--- src/rtl/accumulator_command_sequencer.sv ---
// Command front-end for the signed accumulator: turns ready/valid commands into single-cycle pulses
// and returns the result on a ready/valid port. Optional WAIT timeout: ACCUMULATOR_COMMAND_SEQUENCER_TIMEOUT_EN.
module accumulator_command_sequencer #(
   parameter int unsigned WORD_WIDTH        = 8,
   parameter int unsigned EXTRA_PIPE_STAGES = 0,
   parameter int unsigned TIMEOUT_CYCLES    = 64
) (
   input  logic                  clock_i,
   input  logic                  clear_i,
   input  logic                  input_valid_i,
   output logic                  input_ready_o,
   input  logic [1:0]            input_op_i,
   input  logic [WORD_WIDTH-1:0] input_data_i,
   output logic                  acc_increment_valid_o,
   output logic [WORD_WIDTH-1:0] acc_increment_value_o,
   output logic                  acc_load_valid_o,
   output logic [WORD_WIDTH-1:0] acc_load_value_o,
   output logic                  acc_clear_o,
   output logic                  acc_carry_in_o,
   input  logic                  acc_increment_done_i,
   input  logic                  acc_load_done_i,
   input  logic                  acc_clear_done_i,
   input  logic [WORD_WIDTH-1:0] acc_value_i,
   input  logic                  acc_overflow_i,
   input  logic                  acc_carry_out_i,
   output logic                  output_valid_o,
   input  logic                  output_ready_i,
   output logic [WORD_WIDTH-1:0] output_value_o,
   output logic                  output_overflow_o,
   output logic                  output_carry_o,
   output logic                  output_error_o
);

   localparam logic [1:0] OpInc   = 2'b00;
   localparam logic [1:0] OpLoad  = 2'b01;
   localparam logic [1:0] OpClear = 2'b10;
   localparam logic [1:0] OpRead  = 2'b11;

   localparam int unsigned DrainW = $clog2(EXTRA_PIPE_STAGES + 2);
   localparam logic [DrainW-1:0] DrainInit = DrainW'(EXTRA_PIPE_STAGES + 1);
   localparam logic [DrainW-1:0] DrainOne  = DrainW'(1);

   if (TIMEOUT_CYCLES < 1) begin : g_bad_timeout
      $error("TIMEOUT_CYCLES must be at least 1");
   end

   typedef enum logic [2:0] {
      StDrain,
      StIdle,
      StWait,
      StCapture,
      StRespond
   } state_e;

   state_e                state_q, state_d;
   logic [DrainW-1:0]     drain_q, drain_d;
   logic [1:0]            op_q, op_d;
   logic [WORD_WIDTH-1:0] data_q, data_d;
   logic                  inc_pulse_q, inc_pulse_d;
   logic                  load_pulse_q, load_pulse_d;
   logic                  clr_pulse_q, clr_pulse_d;
   logic                  valid_q, valid_d;
   logic [WORD_WIDTH-1:0] value_q, value_d;
   logic                  ovf_q, ovf_d;
   logic                  carry_q, carry_d;
   logic                  accept;
   logic                  done_match;
   logic                  capture;

`ifdef ACCUMULATOR_COMMAND_SEQUENCER_TIMEOUT_EN
   localparam int unsigned TmoW = $clog2(TIMEOUT_CYCLES + 1);
   localparam logic [TmoW-1:0] TmoLast = TmoW'(TIMEOUT_CYCLES - 1);
   localparam logic [TmoW-1:0] TmoOne  = TmoW'(1);

   logic            err_q, err_d;
   logic [TmoW-1:0] tmo_q, tmo_d;
`endif

   assign input_ready_o = (state_q == StIdle) && !clear_i;
   assign accept        = input_valid_i && input_ready_o;

   // Only the done belonging to the op in flight may complete a WAIT.
   always_comb begin
      done_match = 1'b0;
      case (op_q)
         OpInc:   done_match = acc_increment_done_i;
         OpLoad:  done_match = acc_load_done_i;
         OpClear: done_match = acc_clear_done_i;
         default: done_match = 1'b0;
      endcase
   end

   always_comb begin
      state_d      = state_q;
      drain_d      = drain_q;
      op_d         = op_q;
      data_d       = data_q;
      inc_pulse_d  = 1'b0;
      load_pulse_d = 1'b0;
      clr_pulse_d  = 1'b0;
      valid_d      = valid_q;
      value_d      = value_q;
      ovf_d        = ovf_q;
      carry_d      = carry_q;
      capture      = 1'b0;
`ifdef ACCUMULATOR_COMMAND_SEQUENCER_TIMEOUT_EN
      err_d        = err_q;
      tmo_d        = tmo_q;
`endif

      unique case (state_q)
         StDrain: begin
            drain_d = drain_q - DrainOne;
            if (drain_q <= DrainOne) begin
               state_d = StIdle;
            end
         end
         StIdle: begin
            if (accept) begin
               op_d   = input_op_i;
               data_d = input_data_i;
`ifdef ACCUMULATOR_COMMAND_SEQUENCER_TIMEOUT_EN
               err_d  = 1'b0;
               tmo_d  = '0;
`endif
               unique case (input_op_i)
                  OpInc: begin
                     inc_pulse_d = 1'b1;
                     state_d     = StWait;
                  end
                  OpLoad: begin
                     load_pulse_d = 1'b1;
                     state_d      = StWait;
                  end
                  OpClear: begin
                     clr_pulse_d = 1'b1;
                     state_d     = StWait;
                  end
                  OpRead: begin
                     state_d = StCapture;
                  end
               endcase
            end
         end
         StWait: begin
            if (done_match) begin
               capture = 1'b1;
            end
`ifdef ACCUMULATOR_COMMAND_SEQUENCER_TIMEOUT_EN
            else if (tmo_q == TmoLast) begin
               capture = 1'b1;
               err_d   = 1'b1;
            end else begin
               tmo_d = tmo_q + TmoOne;
            end
`endif
         end
         StCapture: begin
            capture = 1'b1;
         end
         StRespond: begin
            if (output_ready_i) begin
               valid_d = 1'b0;
               state_d = StIdle;
`ifdef ACCUMULATOR_COMMAND_SEQUENCER_TIMEOUT_EN
               // A timed-out command may still be in the accumulator pipe; flush its done.
               if (err_q) begin
                  state_d = StDrain;
                  drain_d = DrainInit;
               end
`endif
            end
         end
         default: begin
            state_d = StDrain;
            drain_d = DrainInit;
         end
      endcase

      if (capture) begin
         valid_d = 1'b1;
         value_d = acc_value_i;
         ovf_d   = acc_overflow_i;
         carry_d = acc_carry_out_i;
         state_d = StRespond;
      end
   end

   always_ff @(posedge clock_i) begin
      if (clear_i) begin
         state_q      <= StDrain;
         drain_q      <= DrainInit;
         op_q         <= OpInc;
         data_q       <= '0;
         inc_pulse_q  <= 1'b0;
         load_pulse_q <= 1'b0;
         clr_pulse_q  <= 1'b0;
         valid_q      <= 1'b0;
         value_q      <= '0;
         ovf_q        <= 1'b0;
         carry_q      <= 1'b0;
      end else begin
         state_q      <= state_d;
         drain_q      <= drain_d;
         op_q         <= op_d;
         data_q       <= data_d;
         inc_pulse_q  <= inc_pulse_d;
         load_pulse_q <= load_pulse_d;
         clr_pulse_q  <= clr_pulse_d;
         valid_q      <= valid_d;
         value_q      <= value_d;
         ovf_q        <= ovf_d;
         carry_q      <= carry_d;
      end
   end

`ifdef ACCUMULATOR_COMMAND_SEQUENCER_TIMEOUT_EN
   always_ff @(posedge clock_i) begin
      if (clear_i) begin
         err_q <= 1'b0;
         tmo_q <= '0;
      end else begin
         err_q <= err_d;
         tmo_q <= tmo_d;
      end
   end

   assign output_error_o = err_q;
`else
   assign output_error_o = 1'b0;
`endif

   assign acc_increment_valid_o = inc_pulse_q;
   assign acc_increment_value_o = data_q;
   assign acc_load_valid_o      = load_pulse_q;
   assign acc_load_value_o      = data_q;
   assign acc_clear_o           = clr_pulse_q;
   assign acc_carry_in_o        = 1'b0;

   assign output_valid_o    = valid_q;
   assign output_value_o    = value_q;
   assign output_overflow_o = ovf_q;
   assign output_carry_o    = carry_q;

endmodule

--- config.mk ---
export PLATFORM = sky130hd
export DESIGN_NAME = accumulator_command_sequencer
export DESIGN_NICKNAME = d
export VERILOG_FILES = /design/src/rtl/accumulator_command_sequencer.sv
export SDC_FILE = /design/constraint.sdc
export NUM_CORES = 1
export LEC_CHECK = 0
export CAP_MARGIN = 20
export CELL_PAD_IN_SITES_DETAIL_PLACEMENT = 0
export CELL_PAD_IN_SITES_GLOBAL_PLACEMENT = 2
export CORE_ASPECT_RATIO = 1.75
export CORE_MARGIN = 1
export CORE_UTILIZATION = 34
export CTS_BUF_LIST = sky130_fd_sc_hd__clkbuf_4 sky130_fd_sc_hd__clkbuf_8
export DETAILED_ROUTE_END_ITERATION = 10
export DONT_BUFFER_PORTS = 1
export PLACE_DENSITY_LB_ADDON = 0.1
export SLEW_MARGIN = 20
export SYNTH_ARGS = -nofsm -noshare
export SYNTH_HDL_FRONTEND = slang
export SYNTH_SLANG_ARGS = --single-unit
--- constraint.sdc ---
create_clock -name clock_i -period 1.8 [get_ports clock_i]
set_clock_uncertainty 0.05 [all_clocks]
set_input_delay 0.18 -clock clock_i [delete_from_list [all_inputs] [get_ports clock_i]]
set_output_delay 0.18 -clock clock_i [all_outputs]
set_load 0.02 [all_outputs]
==> results of run 1 <==
[cell type report]
cell class | count | area, µm² | area share
Inverter | 1 | 3.75 | 0.00247
Timing Repair Buffer | 25 | 240 | 0.158
Sequential cell | 27 | 541 | 0.356
Clock buffer | 4 | 48.8 | 0.0321
Tap cell | 46 | 57.6 | 0.0379
Multi-Input combinational cell | 79 | 629 | 0.414
[state kept, by name, indices dropped and copies added, names as in the netlist]
signal and flops:
acc_increment_value_o 8, output_value_o 8, op_q 2, acc_load_valid_o 1, state_q 3, acc_increment_valid_o 1
output_carry_o 1, output_overflow_o 1, output_valid_o 1, acc_clear_o 1
[power breakdown]
| part | internal (mW) | switching (mW) |
|---|---|---|
| Combinational | 0.101 | 0.0673 |
| Clock | 0.174 | 0.187 |
| Sequential | 0.629 | 0.0657 |
[logic make-up after synthesis]
kind of cell    Yosys count
compound gates            9
buf+inv                  17
flops                    27
mux                      21
other cells               1
simple gates             47
[routing by layer]
metal / part of all wire / track usage
met3: 0.055 / 0.0403
met2: 0.50 / 0.243
met4: 0.034 / 0.0882
met1: 0.41 / 0.139
met5: 0 / 0
[worst min-delay path by stage]
stage,startpoint,end
floorplan,input_op_i[1],acc_load_valid_o$_SDFF_PP0_
global placement,clear_i,output_valid_o$_SDFFE_PP0P_
detailed placement,clear_i,state_q[2]$_SDFFE_PP0P_
CTS,acc_value_i[1],output_value_o[1]$_SDFFE_PP0P_
global route,acc_value_i[1],output_value_o[1]$_SDFFE_PP0P_
finish,acc_value_i[1],output_value_o[1]$_SDFFE_PP0P_
[cells in the final DEF (no fill, tap or decap), drive strengths merged, types with 2 or more instances in the layout]
cell type	count
dfxtp	27
nor2b	9
mux2	9
buf	4
nand2b	24
dlygate4sd3	21
conb	2
nor2	2
clkbuf	4
a221o	2
mux2i	12
nor3b	3
a21oi	3
[per-stage QoR]
| step | hold slack (ns) | utilization | area (µm²) | cells | total power, mW |
|---|---|---|---|---|---|
| 2_1_floorplan | 0.206 | - | 1280 | 123 | 0.837 |
| 5_1_grt | 0.0100 | 0.419 | 1520 | 182 | 1.29 |
| 3_3_place_gp | 0.207 | 0.348 | 1260 | 157 | 0.836 |
| 3_5_place_dp | 0.207 | 0.348 | 1260 | 157 | 0.839 |
| 6_report | 0.0111 | 0.419 | 1520 | 182 | 1.22 |
| 4_1_cts | 0.000909 | 0.419 | 1520 | 182 | 1.25 |
[what timing repair did]
action	CTS	global route
endpoints found under the hold margin	25	0
buffers inserted	0	0
endpoints found under the setup margin	0	7
hold buffers	21	0
resized for setup	0	1
==> flow_summary_export.csv, run 1 <==
group,metric,value,unit
worst_hold_path,holdPathStages,2,
synthesis,synth_seq_cells,27,
worst_setup_path,arrival,1.81,ns
synthesis,avgSynthCellArea,10.5,µm²
clock_network,cts_tree,"yes",
run,max-cap-violations,0,
grt,track_usage,0.138,
synthesis,synth-xor-area-share,0,
synthesis,synth.top_cells.by_count,"27 x dfxtp_1, 24 x nand2b_1, 12 x mux2i_1",
grt,antenna_found_initial,0,
worst_setup_path,endpoint,"acc_increment_value_o[6]$_SDFFE_PP0P_",
drt,vias,877,
worst_setup_path,ff2ff_setup_slack,0.11,ns
synthesis,synthMuxAreaShare,0.190,
timing,hold_viol,0,
timing,rsz0062_at_grt,"false",
synthesis,synth.top_cell.area_share,0.422,
floorplanning,ios,60,
synthesis,synth_async_sr_flop_share,0,
timing,setup_violations,0,
worst_setup_path,critPathLaunch,"state_q[1]$_SDFFE_PP0P_",
synthesis,synthesis.area,0.00128,mm²
timing,slew_violations,0,
timing,max_freq,591,MHz
final_layout,fin_nets,164,
synthesis,synth_top_cell_by_area,"dfxtp_1",
drt,postRouteAntennaNets,0,
synthesis,yosys_most_used_dff,"dfxtp_1",
worst_setup_path,worst_path_max_delay_cell,"or2_2",
placement,pre_cts_ws,0.0392,ns
worst_hold_path,hp-class,"in -> reg",
drt,wirelength,2.56,mm
floorplanning,core,0.00363,mm²
grt,grt_max_degree,34,
floorplanning,start_util,0.353,
drt,drcViolationCount,0,
floorplanning,die_h,83.2,µm
drt,drt_iter0_markers,16,
worst_setup_path,worst_path_largest_cell_delay,0.47,ns
drt,first_pass_iters,2,
grt,grt_pass1_vias,952,
clock_network,ctsLongestPathBuffers,2,
synthesis,yosys.area_share.simple,0.238,
clock_network,insertion_delay,0.27,ns
clock_network,cts_root_buf,"clkbuf_8",
timing,final.setup.worst_slack,0.109,ns
clock_network,cts_buffers,3,
placement,portBuffers,0,
floorplanning,die_w,48.4,µm
synthesis,seq_area_frac_synth,0.422,
final_layout,syn_to_final_growth,18.7,%
synthesis,ys.warnings.count,0,
grt,gr-total-overflow,0,
worst_setup_path,r2r.worst_path.cells,3,
worst_setup_path,cp-start-kind,"register",
synthesis,synthTopCellsByArea,"dfxtp_1 42%, nand2b_1 12%, mux2i_1 9.4%",
final_layout,n_fill_cell,348,
timing,final.period_utilization,0.939,
worst_setup_path,crit_type,"reg -> reg",
timing,final.setup.tns,0,ns
worst_setup_path,cp_top_family,"simple AND/OR/NAND/NOR gates",
final_layout,layout-drive-gt1-share,0.147,
synthesis,synth-edff-count,0,
synthesis,synth_top_family_by_area,"simple AND/OR/NAND/NOR gates",
power_and_ir_drop,p_per_area,805,mW/mm²
grt,grt_pass1_wl,4.28,mm
drt,routed_via_density,4.82,
status,status,"completed",
final_layout,diodes,0,
worst_setup_path,end_kind,"register",
synthesis,synthAdderAreaFrac,0,
synthesis,ys_types,30,
synthesis,synth-compound-area-share,0.0518,
clock_network,htree_levels,1,
clock_network,cts_sinks,27,
placement,dp_hpwl,1.68,mm
worst_setup_path,r2r-end,"acc_increment_value_o[6]$_SDFFE_PP0P_",
power_and_ir_drop,vdd_drop_max,0.330,mV
worst_setup_path,cp.required,1.92,ns
drt,wire_per_inst,14.1,µm
timing,fin_crit,1.69,ns
synthesis,synth_most_common_cell,"dfxtp_1",
synthesis,synthCells,122,
placement,place_congestion,0.689,
floorplanning,rows,29,
power_and_ir_drop,power.leakage,0.581,nW
clock_network,clk_pin_slew,0.09,ns
floorplanning,die-area,0.00403,mm²
worst_setup_path,path_max_fanout,13,
worst_setup_path,r2r_start,"state_q[1]$_SDFFE_PP0P_",
worst_setup_path,cp_num_buf_inv,0,
worst_setup_path,cp_cell_sequence,"or3b_1 > or2_2 > mux2_4",
worst_setup_path,worstSetupPathDepth,3,
No activity file was read; power rests on OpenSTA's default activity.
==> run 2: changes to the inputs <==
- ABC_AREA: unset -> 1
- CORE_UTILIZATION: 34 -> 36
- GPL_ROUTABILITY_DRIVEN: unset -> 1
- clock period: 1.8 -> 2.2 ns (I/O delays scaled with it)
==> flow_summary_export.csv, run 2 <==
group,metric,value,unit
clock_network,cts_sinks,27,
drt,routed_via_density,4.74,
synthesis,synth_most_common_cell,"nand3_1",
floorplanning,start_util,0.378,
clock_network,cts_root_buf,"clkbuf_8",
clock_network,ctsLongestPathBuffers,2,
placement,portBuffers,0,
drt,wire_per_inst,12.2,µm
drt,wirelength,2.68,mm
worst_setup_path,r2r_start,"state_q[0]$_SDFFE_PP0P_",
clock_network,cts_buffers,3,
worst_setup_path,end_kind,"register",
final_layout,layout-drive-gt1-share,0.0920,
placement,place_area,0.00125,mm²
timing,max_freq,572,MHz
timing,setup_violations,0,
synthesis,synth-edff-count,0,
synthesis,synth_seq_cells,27,
worst_hold_path,hp-class,"in -> reg",
synthesis,synthesis.area,0.00128,mm²
synthesis,synth.top_cell.area_share,0.421,
timing,hold_viol,0,
placement,dp_hpwl,2.08,mm
worst_setup_path,critPathLaunch,"state_q[0]$_SDFFE_PP0P_",
synthesis,synthTopCellsByArea,"dfxtp_1 42%, nand3_1 16%, nand2_1 9.1%",
clock_network,cts_resized,0,
power_and_ir_drop,power.leakage,0.654,nW
drt,vias,1037,
power_and_ir_drop,p_per_area,961,mW/mm²
final_layout,final_cell_mix,"40 x nand3_1, 31 x nand2_1, 27 x dfxtp_1, 26 x inv_1, 23 x nor2_1",
synthesis,synth.top_cells.by_count,"40 x nand3_1, 31 x nand2_1, 27 x dfxtp_1",
clock_network,cts_tree,"yes",
grt,gr-total-overflow,0,
clock_network,postCtsSetupBuffers,0,
timing,final.setup.tns,0,ns
worst_setup_path,worst_path_max_delay_cell,"dlygate4sd3_1",
drt,postRouteAntennaNets,0,
synthesis,seq_area_frac_synth,0.421,
timing,hold_slack,0.0245,ns
worst_setup_path,cp_num_buf_inv,1,
power_and_ir_drop,vdd_drop_max,0.480,mV
grt,grt_pass1_wl,4.14,mm
grt,antenna_found_initial,0,
final_layout,layout_commonest_cell,"nand3_1",
worst_setup_path,cp_cell_sequence,"nand2_2 > nor2_4 > nand3_4 > nor3_2 > dlygate4sd3_1",
worst_setup_path,cp-start-kind,"register",
final_layout,fin_nets,202,
floorplanning,rows,28,
drt,drcViolationCount,0,
clock_network,htree_levels,1,
floorplanning,ios,60,
drt,first_pass_iters,4,
timing,slew_violations,0,
run,max-cap-violations,0,
worst_setup_path,arrival,1.91,ns
floorplanning,die-area,0.00382,mm²
timing,final.period_utilization,0.794,
final_layout,diodes,0,
final_layout,fin_area,0.00133,mm²
synthesis,synth_async_sr_flop_share,0,
synthesis,synthCells,180,
synthesis,avgSynthCellArea,7.14,µm²
synthesis,synth_top_cell_by_area,"dfxtp_1",
synthesis,yosys_most_used_dff,"dfxtp_1",
clock_network,clk_pin_slew,0.09,ns
grt,track_usage,0.153,
grt,grt_pass1_vias,986,
clock_network,insertion_delay,0.27,ns
timing,rsz0062_at_grt,"false",
final_layout,final_util,0.390,
worst_setup_path,worst_path_largest_cell_delay,0.57,ns
grt,grt_max_degree,17,
floorplanning,die_w,47.2,µm
worst_setup_path,cp.required,2.36,ns
worst_setup_path,crit_type,"reg -> reg",
synthesis,ys.warnings.count,0,
timing,relSlewSlack,0.658,
status,status,"completed",
drt,drt_iter0_markers,22,
worst_setup_path,path_max_fanout,16,
final_layout,syn_to_final_growth,3.12,%
clock_network,ctsHoldBuffers,3,
placement,place_congestion,0.745,
floorplanning,die_h,81.0,µm
worst_setup_path,cp_top_family,"simple AND/OR/NAND/NOR gates",
floorplanning,core,0.00340,mm²
synthesis,ys_types,19,
worst_hold_path,hp-start,"input_op_i[0]",
timing,fin_crit,1.75,ns
timing,worst_pin_slew,0.511,ns
-- run 2: cell count changes after synthesis, sizes merged, moves of 2 or more --
cell	before	now
nand2	1	33
nor2	2	24
nand3	0	41
mux2i	12	0
a221o	2	0
nor2b	9	0
inv	1	28
o21ai	1	4
nor3	1	4
mux2	9	0
nand2b	24	0
nor3b	3	0
-- run 2: area by class of cell --
type                            instances  area [µm²]
Tap cell                               45        56.3
Fill cell                             390        2070
Inverter                               28         105
Timing Repair Buffer                    4        37.5
Sequential cell                        27         541
Clock buffer                            4        48.8
Multi-Input combinational cell        111         537
-- run 2: final timing paths --
kind / to / slack (ns) / depth (start not counted)
setup / recovery: acc_increment_valid_o$_SDFF_PP0_ / 0.45 / 5
hold reg to reg: op_q[0]$_SDFFE_PP0P_ / 0.49 / 2
setup reg to reg: acc_increment_valid_o$_SDFF_PP0_ / 0.45 / 5
hold / removal: acc_load_valid_o$_SDFF_PP0_ / 0.02 / 2
-- run 2: cell families (layout without fill, tap and decap cells) --
logic type / count (synthesis) / count (layout) / share of synthesized area
AOI/OAI and AO/OA: 7 / 7 / 0.0302
buffers and inverters: 43 / 36 / 0.165
DFF: 27 / 27 / 0.421
other: 1 / 2 / 0.00292
and+or+nand+nor: 102 / 102 / 0.382
-- run 2: report_power, final --
group	switching [mW]	internal, mW
registers	0.140	0.553
clock network	0.154	0.142
logic	0.189	0.0954
total	0.483	0.790
-- run 2: layer usage --
layer / wire (µm) / track usage
met5: 0 / 0
met4: 26 / 0.0543
met3: 165 / 0.0333
met2: 1520 / 0.294
met1: 970 / 0.148
-- run 2: per-stage QoR --
step           instances  power [mW]  setup slack [ns]
2_1_floorplan        181       0.963              1.04
3_3_place_gp         212       0.981             0.883
3_5_place_dp         212       0.993             0.854
4_1_cts              219        1.29             0.477
5_1_grt              219        1.35             0.343
6_report             219        1.27             0.452
==> run 3: changes to the inputs <==
- CORE_UTILIZATION: 36 -> 33
- clock period: 2.2 -> 1.71 ns (I/O delays scaled with it)
==> flow_summary_export.csv, run 3 (synthesized netlist as in run 2, its figures left out) <==
group,metric,value,unit
status,status,"completed",
clock_network,ctsLongestPathBuffers,2,
drt,wirelength,2.80,mm
clock_network,cts_root_buf,"clkbuf_8",
drt,first_pass_iters,4,
power_and_ir_drop,vdd_drop_max,0.628,mV
floorplanning,die-area,0.00416,mm²
grt,grt_pass1_vias,1053,
worst_setup_path,crit_type,"reg -> out",
grt,grt_max_degree,17,
worst_hold_path,hold_path_end,"op_q[1]$_SDFFE_PP0P_",
floorplanning,rows,29,
worst_hold_path,holdPathStages,3,
floorplanning,ios,60,
power_and_ir_drop,power,1.65,mW
worst_setup_path,ff2ff_setup_slack,0.36,ns
timing,fin_crit,1.52,ns
timing,relSlewSlack,0.656,
timing,setup_violations,0,
final_layout,n_fill_cell,412,
drt,routed_via_density,4.59,
final_layout,diodes,0,
clock_network,cts_tree,"yes",
grt,gr-total-overflow,0,
final_layout,final_cell_mix,"40 x nand3_1, 31 x nand2_1, 27 x dfxtp_1, 26 x inv_1, 23 x nor2_1",
drt,drcViolationCount,0,
drt,postRouteAntennaNets,0,
worst_setup_path,r2r_start,"state_q[0]$_SDFFE_PP0P_",
final_layout,multi_input_area,537,µm²
worst_setup_path,end_kind,"output port",
worst_setup_path,cp.required,1.49,ns
clock_network,cts_resized,0,
worst_setup_path,cp-start-kind,"register",
clock_network,insertion_delay,0.27,ns
clock_network,cts_buffers,3,
placement,dp_hpwl,2.12,mm
placement,place_congestion,0.742,
timing,max_freq,660,MHz
final_layout,fin_nets,210,
drt,vias,1046,
timing,slew_violations,0,
grt,antenna_found_initial,0,
floorplanning,die_h,84.6,µm
timing,worst_pin_slew,0.514,ns
power_and_ir_drop,p_per_area,1170,mW/mm²
placement,portBuffers,0,
drt,wire_per_inst,12.3,µm
clock_network,clk_pin_slew,0.10,ns
drt,drt_iter0_markers,12,
worst_setup_path,arrival,1.29,ns
final_layout,syn_to_final_growth,9.45,%
grt,track_usage,0.144,
timing,final.setup.tns,0,ns
final_layout,layout-drive-gt1-share,0.0879,
grt,grt_pass1_wl,4.62,mm
worst_hold_path,hp-start,"clear_i",
run,max-cap-violations,0,
power_and_ir_drop,power.leakage,0.680,nW
timing,final.period_utilization,0.886,
clock_network,cts_sinks,27,
floorplanning,start_util,0.351,
final_layout,seqCellArea,541,µm²
timing,rsz0062_at_grt,"false",
worst_setup_path,r2r-end,"acc_increment_value_o[0]$_SDFFE_PP0P_",
floorplanning,die_w,49.2,µm
timing,hold_viol,0,
worst_setup_path,r2r.worst_path.cells,4,
worst_setup_path,path_max_fanout,9,
floorplanning,core,0.00366,mm²
final_layout,layout_commonest_cell,"nand3_1",
worst_hold_path,hp-class,"in -> reg",
clock_network,htree_levels,1,
-- run 3: cell types whose count changed in the layout (fill, tap and decap cells not counted) --
| cell | before | now |
|---|---|---|
| dlygate4sd3_1 | 3 | 11 |
| clkbuf_4 | 1 | 0 |
| clkinvlp_4 | 0 | 1 |
-- run 3: report_power, final --
part / internal (mW) / switching, mW / total, mW
combinational: 0.135 / 0.248 / 0.383
clock: 0.165 / 0.208 / 0.373
sequential: 0.712 / 0.180 / 0.891
-- run 3: critical path: stages (launching register included) --
cell and delay (ns):
dfxtp_1 0.47, nand2_2 0.14, nor3_4 0.42
-- run 3: area by class of cell --
cell class	count	area share
sequential	27	0.384
multi-input combinational	111	0.382
timing repair buffer	12	0.0836
inverter	28	0.0747
tap	46	0.0409
clock buffer	3	0.0294
clock inverter	1	0.00534
-- run 3: worst max path at each step --
stage                                       start                                     to  slack (ns)  cells past startpoint
after global routing      state_q[0]$_SDFFE_PP0P_                          input_ready_o        0.11                      2
after global placement    state_q[0]$_SDFFE_PP0P_  acc_increment_value_o[0]$_SDFFE_PP0P_        0.38                      4
after CTS                 state_q[0]$_SDFFE_PP0P_                          input_ready_o        0.16                      2
final                     state_q[0]$_SDFFE_PP0P_                          input_ready_o        0.19                      2
after detailed placement  state_q[0]$_SDFFE_PP0P_  acc_increment_value_o[7]$_SDFFE_PP0P_        0.35                      4
after floorplan           state_q[0]$_SDFFE_PP0P_  acc_increment_value_o[0]$_SDFFE_PP0P_        0.55                      4
-- run 3: layer usage --
metal	GRT usage	vias to the layer above	share of wire
met2	0.291	36	0.55
met3	0.0308	4	0.066
met1	0.134	456	0.37
li1	-	550	-
met4	0.0481	0	0.013
met5	0	-	0
-- run 3: repair_timing --
| item | in CTS | in global routing |
|---|---|---|
| buffers inserted | 0 | 0 |
| hold buffers | 11 | 0 |
| endpoints found under the hold margin | 12 | 0 |
-- run 3: stage by stage --
step	hold slack, ns	worst slack (ns)	instance area (µm²)	util	instances
floorplan	0.190	0.550	1290	-	181
global placement	0.192	0.379	1250	0.340	213
detailed placement	0.195	0.347	1250	0.340	213
CTS	0.0295	0.161	1410	0.384	228
global route	0.0445	0.110	1410	0.384	228
finish	0.0332	0.194	1410	0.384	228
